==> config.mk <==
export PLATFORM = sky130hd
export DESIGN_NAME = dmem_arbiter
export DESIGN_NICKNAME = d
export VERILOG_FILES = /design/src/rtl/dmem_arbiter.sv
export SDC_FILE = /design/constraint.sdc
export NUM_CORES = 1
export LEC_CHECK = 0
export CORE_MARGIN = 2
export CORE_UTILIZATION = 21
export CTS_CLUSTER_DIAMETER = 100
export DETAILED_ROUTE_END_ITERATION = 10
export PLACE_DENSITY = 0.8
export SETUP_SLACK_MARGIN = 0.05
export SLEW_MARGIN = 40
export SYNTH_ARGS = -nofsm -noshare
export SYNTH_HDL_FRONTEND = slang
export SYNTH_SLANG_ARGS = --single-unit
==> constraint.sdc <==
create_clock -name clk -period 1.6 [get_ports clk]
set_input_delay 0.16 -clock clk [delete_from_list [all_inputs] [get_ports clk]]
set_output_delay 0.16 -clock clk [all_outputs]
set_load 0.02 [all_outputs]
==> src/rtl/dmem_arbiter.sv <==
// dmem_arbiter: two-port arbiter/sequencer for a single-port data memory with lock bursts and read-valid return
//   clk, rst (async, active-high)
//   req/we/lock/addr/wdata 0,1 : requester inputs, held until gnt
//   gnt0/gnt1     : combinational grant
//   rvalid0/1     : registered, read data valid the cycle after a read grant
//   rdata0/1      : ram_q pass-through
//   ram_data/ram_addr/ram_we/ram_mr/ram_q : memory side
//   DMEM_ARB_RR_EN : round-robin tie break when defined, fixed port-0 priority otherwise
module dmem_arbiter #(
  parameter int DATA_WIDTH = 32,
  parameter int ADDR_WIDTH = 5,
  parameter int LOCK_MAX = 8
) (
  input  logic                  clk,
  input  logic                  rst,
  input  logic                  req0,
  input  logic                  req1,
  input  logic                  we0,
  input  logic                  we1,
  input  logic                  lock0,
  input  logic                  lock1,
  input  logic [ADDR_WIDTH-1:0] addr0,
  input  logic [ADDR_WIDTH-1:0] addr1,
  input  logic [DATA_WIDTH-1:0] wdata0,
  input  logic [DATA_WIDTH-1:0] wdata1,
  output logic                  gnt0,
  output logic                  gnt1,
  output logic                  rvalid0,
  output logic                  rvalid1,
  output logic [DATA_WIDTH-1:0] rdata0,
  output logic [DATA_WIDTH-1:0] rdata1,
  output logic [DATA_WIDTH-1:0] ram_data,
  output logic [ADDR_WIDTH-1:0] ram_addr,
  output logic                  ram_we,
  output logic                  ram_mr,
  input  logic [DATA_WIDTH-1:0] ram_q
);
  localparam int CW = $clog2(LOCK_MAX + 1);
  localparam logic [CW-1:0] LMAX = CW'(LOCK_MAX);
  typedef enum logic [1:0] {IDLE, OWN0, OWN1} state_t;
  state_t state, state_nx;
  logic last, last_nx, frel, frel_nx, pick1, lk;
  logic [CW-1:0] lcnt, lcnt_nx, nc;
  // frel marks the cycle right after a forced release from OWN0; fixed priority yields that tie to port 1
`ifdef DMEM_ARB_RR_EN
  assign pick1 = ~last;
`else
  assign pick1 = frel;
`endif
  always_comb begin
    gnt0 = 1'b0;
    gnt1 = 1'b0;
    state_nx = state;
    lcnt_nx = lcnt;
    last_nx = last;
    frel_nx = 1'b0;
    nc = '0;
    case (state)
      IDLE: begin
        gnt0 = req0 & ~(req1 & pick1) & ~rst;
        gnt1 = req1 & ~gnt0 & ~rst;
      end
      OWN0: gnt0 = req0 & ~rst;
      OWN1: gnt1 = req1 & ~rst;
      default: ;
    endcase
    lk = gnt0 ? lock0 : lock1;
    if (gnt0 | gnt1) begin
      last_nx = gnt1;
      nc = (state == IDLE) ? CW'(1) : lcnt + CW'(1);
      if (!lk) begin
        state_nx = IDLE;
        lcnt_nx = '0;
      end else if (nc >= LMAX) begin
        state_nx = IDLE;
        lcnt_nx = '0;
        frel_nx = gnt0;
      end else begin
        state_nx = gnt1 ? OWN1 : OWN0;
        lcnt_nx = nc;
      end
    end else if (state != IDLE) begin
      state_nx = IDLE;
      lcnt_nx = '0;
    end
  end
  always_ff @(posedge clk or posedge rst) begin
    if (rst) begin
      state <= IDLE;
      last <= 1'b1;
      lcnt <= '0;
      frel <= 1'b0;
      rvalid0 <= 1'b0;
      rvalid1 <= 1'b0;
    end else begin
      state <= state_nx;
      last <= last_nx;
      lcnt <= lcnt_nx;
      frel <= frel_nx;
      rvalid0 <= gnt0 & ~we0;
      rvalid1 <= gnt1 & ~we1;
    end
  end
  assign ram_addr = gnt1 ? addr1 : addr0;
  assign ram_data = gnt1 ? wdata1 : wdata0;
  assign ram_we = (gnt0 & we0) | (gnt1 & we1);
  assign ram_mr = (gnt0 & ~we0) | (gnt1 & ~we1);
  assign rdata0 = ram_q;
  assign rdata1 = ram_q;
endmodule

Word-level counts from Yosys, hierarchy flattened
Index checks and enable logic that the tools add are counted.
{"block": "totals", "reg_bits": 9, "latchBits": 0, "ramBits": 0, "romBits": 0, "wordCells": 49, "mem_count": 0}
{"block": "op_classes", "n_addsub": 1, "mul": 0, "n_div": 0, "magnitude_cmp": 1, "n_eq_ne": 2, "shifts": 0, "mux": 18, "bitwise": 19, "n_reduce_logical": 3}
{"operator": "$mux W32", "n": 1}
{"operator": "$mux W4", "n": 5}
{"operator": "$and A1 B1 Y1", "n": 11}
{"operator": "$mux W2", "n": 5}
{"operator": "$mux W5", "n": 1}
{"operator": "$not A1 Y1", "n": 5}
{"operator": "$add A4 B1 Y4 const B", "n": 1}
{"operator": "$ge A4 B4 Y1 const B", "n": 1}
{"operator": "$mux W1", "n": 4}
{"operator": "$pmux W1 S2", "n": 2}
{"operator": "$reduce_bool A2 Y1", "n": 2}
{"operator": "$or A1 B1 Y1", "n": 3}
{"operator": "$eq A2 B1 Y1 const B", "n": 1}
{"operator": "$eq A2 B2 Y1 const B", "n": 1}
{"operator": "$logic_not A2 Y1", "n": 1}

Logic depth before layout (Yosys ltp)
{"block": "logic_depth", "ltp_word": 12, "mapped_depth": 7}

Worst setup path before layout
No wires, ideal clock.
{"block": "synth_timing", "path_type": "register to output", "from": "register state[0]", "to": "output ram_data[22]", "arrival_ps": 1484, "t_required_ps": 1440, "setup_slack_ps": -44, "stages_incl_launch_ff": 7, "path_buffers": 1, "path_cell_list": "dfrtp_1 -> nor2b_2 -> o211ai_1 -> inv_2 -> clkbuf_1 -> nand2_1 -> nand2_1"}
{"block": "synth_via", "elab_chain_cells": 3}
{"item": "start: declaration", "line": "41", "rtl": "state_t state, state_nx;"}
{"item": "start signal: assignment", "line": "96", "rtl": "state <= state_nx;"}
{"item": "$eq A2 B2 Y1 or $logic_not A2 Y1 (tied branches)", "line": "58", "rtl": "case (state)"}
{"item": "$pmux W1 S2 (*)", "line": "58"}
{"item": "named net gnt1", "line": "27", "rtl": "output logic gnt1,"}
{"item": "$mux W32 (*)", "line": "105", "rtl": "assign ram_data = gnt1 ? wdata1 : wdata0;"}
{"item": "end: declaration", "line": "32", "rtl": "output logic [DATA_WIDTH-1:0] ram_data,"}
The timed path passes the listed nets; every way through them passes the cells marked *.

Worst setup path in the final report
{"block": "layout_timing", "from": "register state[1]", "to": "output ram_data[31]"}
{"block": "layout_via", "elab_chain_cells": 3}
{"item": "$eq A2 B2 Y1 or $logic_not A2 Y1 (tied branches)", "line": "58"}
{"item": "$pmux W1 S2 (*)", "line": "58"}
{"item": "$mux W32 (*)", "line": "105"}
Mark *: on every way between the ends. The rest lies on a longest branch, timed or not.

==> metrics.yaml <==
setup_path:
  crit_required_ns: 1.44
  timing.rr.end: "lcnt[1]"
  critical_path.max_stage_delay_ns: 0.38
  reg2reg_slack_ns: -0.21
  path_class: "register to output pin"
  startpoint_type: "register"
  cp_max_fo: 6
  end_kind: "output pin"
  reg2reg_from: "state[1]"
  rr_worst_depth: 8
  cp_cell_sequence: "nand2b_4, o211ai_1, buf_4, inv_8, buf_12, buf_6, nand2_2, nand2_2, buf_6"
  crit_path_top_delay_cell: "dfrtp_1"
  arrival_ns: 1.70
timing:
  clock.fmax_ghz: 0.5367
  hold_violations: 0
  skew_ns: 0.001990
  maxSlewViolCount: 0
  setup_violations: 45
  setup_slack_ns: -0.2632
  tns_ns: -8.067
  period_share: 1.165
  worst_slew_pin_slew_ns: 0.3362
  grt_setup_unrepaired: "yes"
  max-slew-margin-rel: 0.7758
  period_minus_slack_ns: 1.863
routing:
  drt_iter0_markers: 16
  drt-total-wl_um: 5499
  ant_nets: 0
  num_vias: 1673
  wl_per_cell_um: 14.25
  drt-pass1-iter-count: 4
  via_per_inst: 4.334
  drc: 0
cts:
  clockBufferDepth: 2
  clock-root-buffer: "clkbuf_8"
  cts-buffers-inserted: 3
  clk_latency_ns: 0.24
  cts_tree: "yes"
  cts.sinks: 9
  hold_buffers: 0
  htree_levels: 1
  clk_pin_slew_ns: 0.05
floorplan:
  ioPinCount: 221
  die_x_um: 85.44
  fp.dieArea_mm2: 0.007299
  initial_utilization: 0.2181
  die_y_um: 85.44
  core_area_mm2: 0.006386
  rows: 29
status:
  violations: "setup timing"
  outcome: "finished, violations left"
synthesis:
  yosysUniqueCellTypes: 28
  ys_ff_latch: 9
  synth.net_count: 342
  async_flop_share: 1.000
  avgSynthCellArea_um2: 6.135
  synth-edff-count: 0
  synth_area_mm2: 0.001393
  yosysWarnings: 0
  synthCells: 227
  ys.flop_type: "dfrtp_1"
  seq_area_frac_synth: 0.1617
grt:
  grt_max_degree: 28
  grt_usage: 0.1362
  grt_antenna_before_repair: 0
  grt_pass1_wl_um: 7886
  overflow: 0
  grt_pass1_vias: 1684
final_layout:
  diodes: 0
  final_core_util: 0.4267
  drive_gt1_frac: 0.3916
  fin_nets: 425
  syn2layout_area_growth_pct: 95.69
placement:
  port_buffers: 124
  pre_cts_ws_ns: -0.6357
  gp_congestion: 0.8440
  dp_hpwl_um: 4119
pwr:
  switching_share: 0.3418
  internal-power_w: 0.0008417
  power_w: 0.001279
  combPwrFrac: 0.594
  vdd_ir_drop_max_mv: 0.2192
  p_leak_nw: 1.341
  switchingPower_w: 0.0004372
  p_seq_frac: 0.192
  pwr-share-clk: 0.214
  p_per_area_mw_per_mm2: 469.3
flow_run:
  drv_cap: 0
min_path:
  min_path_type: "input port to async pin"
==> per-layer routing <==
layer	track usage	vias up	share of wire
met5	0	-	0
met1	0.1312	742	0.31
li1	-	793	-
met2	0.2543	100	0.54
met3	0.03988	38	0.098
met4	0.07937	0	0.051
==> cell usage after synthesis (2+ instances only) <==
master,count,area [µm²]
a22o_1,2,17.52
clkbuf_1,3,11.26
nand2b_1,3,18.77
nor2_1,6,22.52
buf_2,5,25.02
nand2_1,112,420.4
nor3_1,2,10.01
a21oi_1,2,10.01
dfrtp_1,9,225.2
buf_4,64,480.5
o21ai_0,2,10.01
==> registers in the layout (all words and copies together) (netlist names) <==
| signal | cells |
|---|---|
| lcnt | 4 |
| state | 2 |
| frel | 1 |
| rvalid0 | 1 |
| rvalid1 | 1 |
==> worst max path at each step <==
stage,startpoint,endpoint,depth (start not counted)
2_1_floorplan,state[1],ram_data[12],6
3_5_place_dp,req1,ram_data[14],9
4_1_cts,state[1],ram_data[1],9
6_report,state[1],ram_data[31],9
5_1_grt,state[1],ram_data[1],9
3_3_place_gp,req1,ram_data[22],9
==> placed cells by master, fill, tap and decap left out, drive strengths merged <==
master / n
nor2: 6
and2: 1
nor3: 2
or2: 2
clkinv: 1
mux2i: 1
a21o: 1
clkdlybuf4s50: 82
buf: 66
nand2b: 4
nand3: 1
a211oi: 2
a21oi: 2
a22o: 2
nor2b: 2
clkbuf: 4
nand3b: 1
nand2: 112
dlymetal6s2s: 1
ha: 1
dfrtp: 9
xor2: 1
inv: 2
o211ai: 1
o21ai: 2
==> cells by family after synthesis <==
family / share of synthesized area
AO/OA/AOI/OAI: 0.05751
XOR/XNOR: 0.006290
adder cells (fa/ha/maj): 0.008983
buffers and inverters: 0.3765
flip-flops: 0.1617
multiplexers: 0.007188
AND/OR/NAND/NOR: 0.3819
==> power groups by stage <==
| stage | Sequential, W | Combinational [W] | Clock [W] |
|---|---|---|---|
| 3_3_place_gp | 0.000249 | 0.000675 | 0 |
| 4_1_cts | 0.000246 | 0.000726 | 0.000285 |
| 2_1_floorplan | 0.000250 | 0.000484 | 0 |
| 6_report | 0.000246 | 0.000760 | 0.000273 |
| 3_5_place_dp | 0.000249 | 0.000682 | 0 |
| 5_1_grt | 0.000246 | 0.000810 | 0.000294 |
==> worst max-delay path: cells and delay by family, from the launching register on <==
kind	cells	cell delay [ns]
AO/OA/AOI/OAI	1	0.21
flip-flops	1	0.38
AND/OR/NAND/NOR	3	0.25
buffers and inverters	5	0.62
==> repair_timing <==
action                     CTS  global route
resized for setup          245            22
setup endpoints to repair   45            45
cloned                       2             1
pin swaps                   15             6
buffers inserted             0             3
==> through the flow <==
step | instances | hold slack [ns] | cell area, µm²
2_1_floorplan | 227 | -0.003920 | 1429
6_report | 386 | 0.2554 | 2725
3_3_place_gp | 376 | 0.3202 | 2426
4_1_cts | 382 | 0.2518 | 2613
5_1_grt | 386 | 0.2778 | 2725
3_5_place_dp | 376 | 0.3202 | 2426
==> final cells by class <==
class	count	area [µm²]
clock inverter	1	5.005
sequential	9	225.2
clock buffer	3	41.29
multi-input combinational	144	807.0
inverter	2	15.01
fill	639	3661
timing repair buffer	150	1535
tap	77	96.34
No activity file was read; power rests on OpenSTA's default activity.
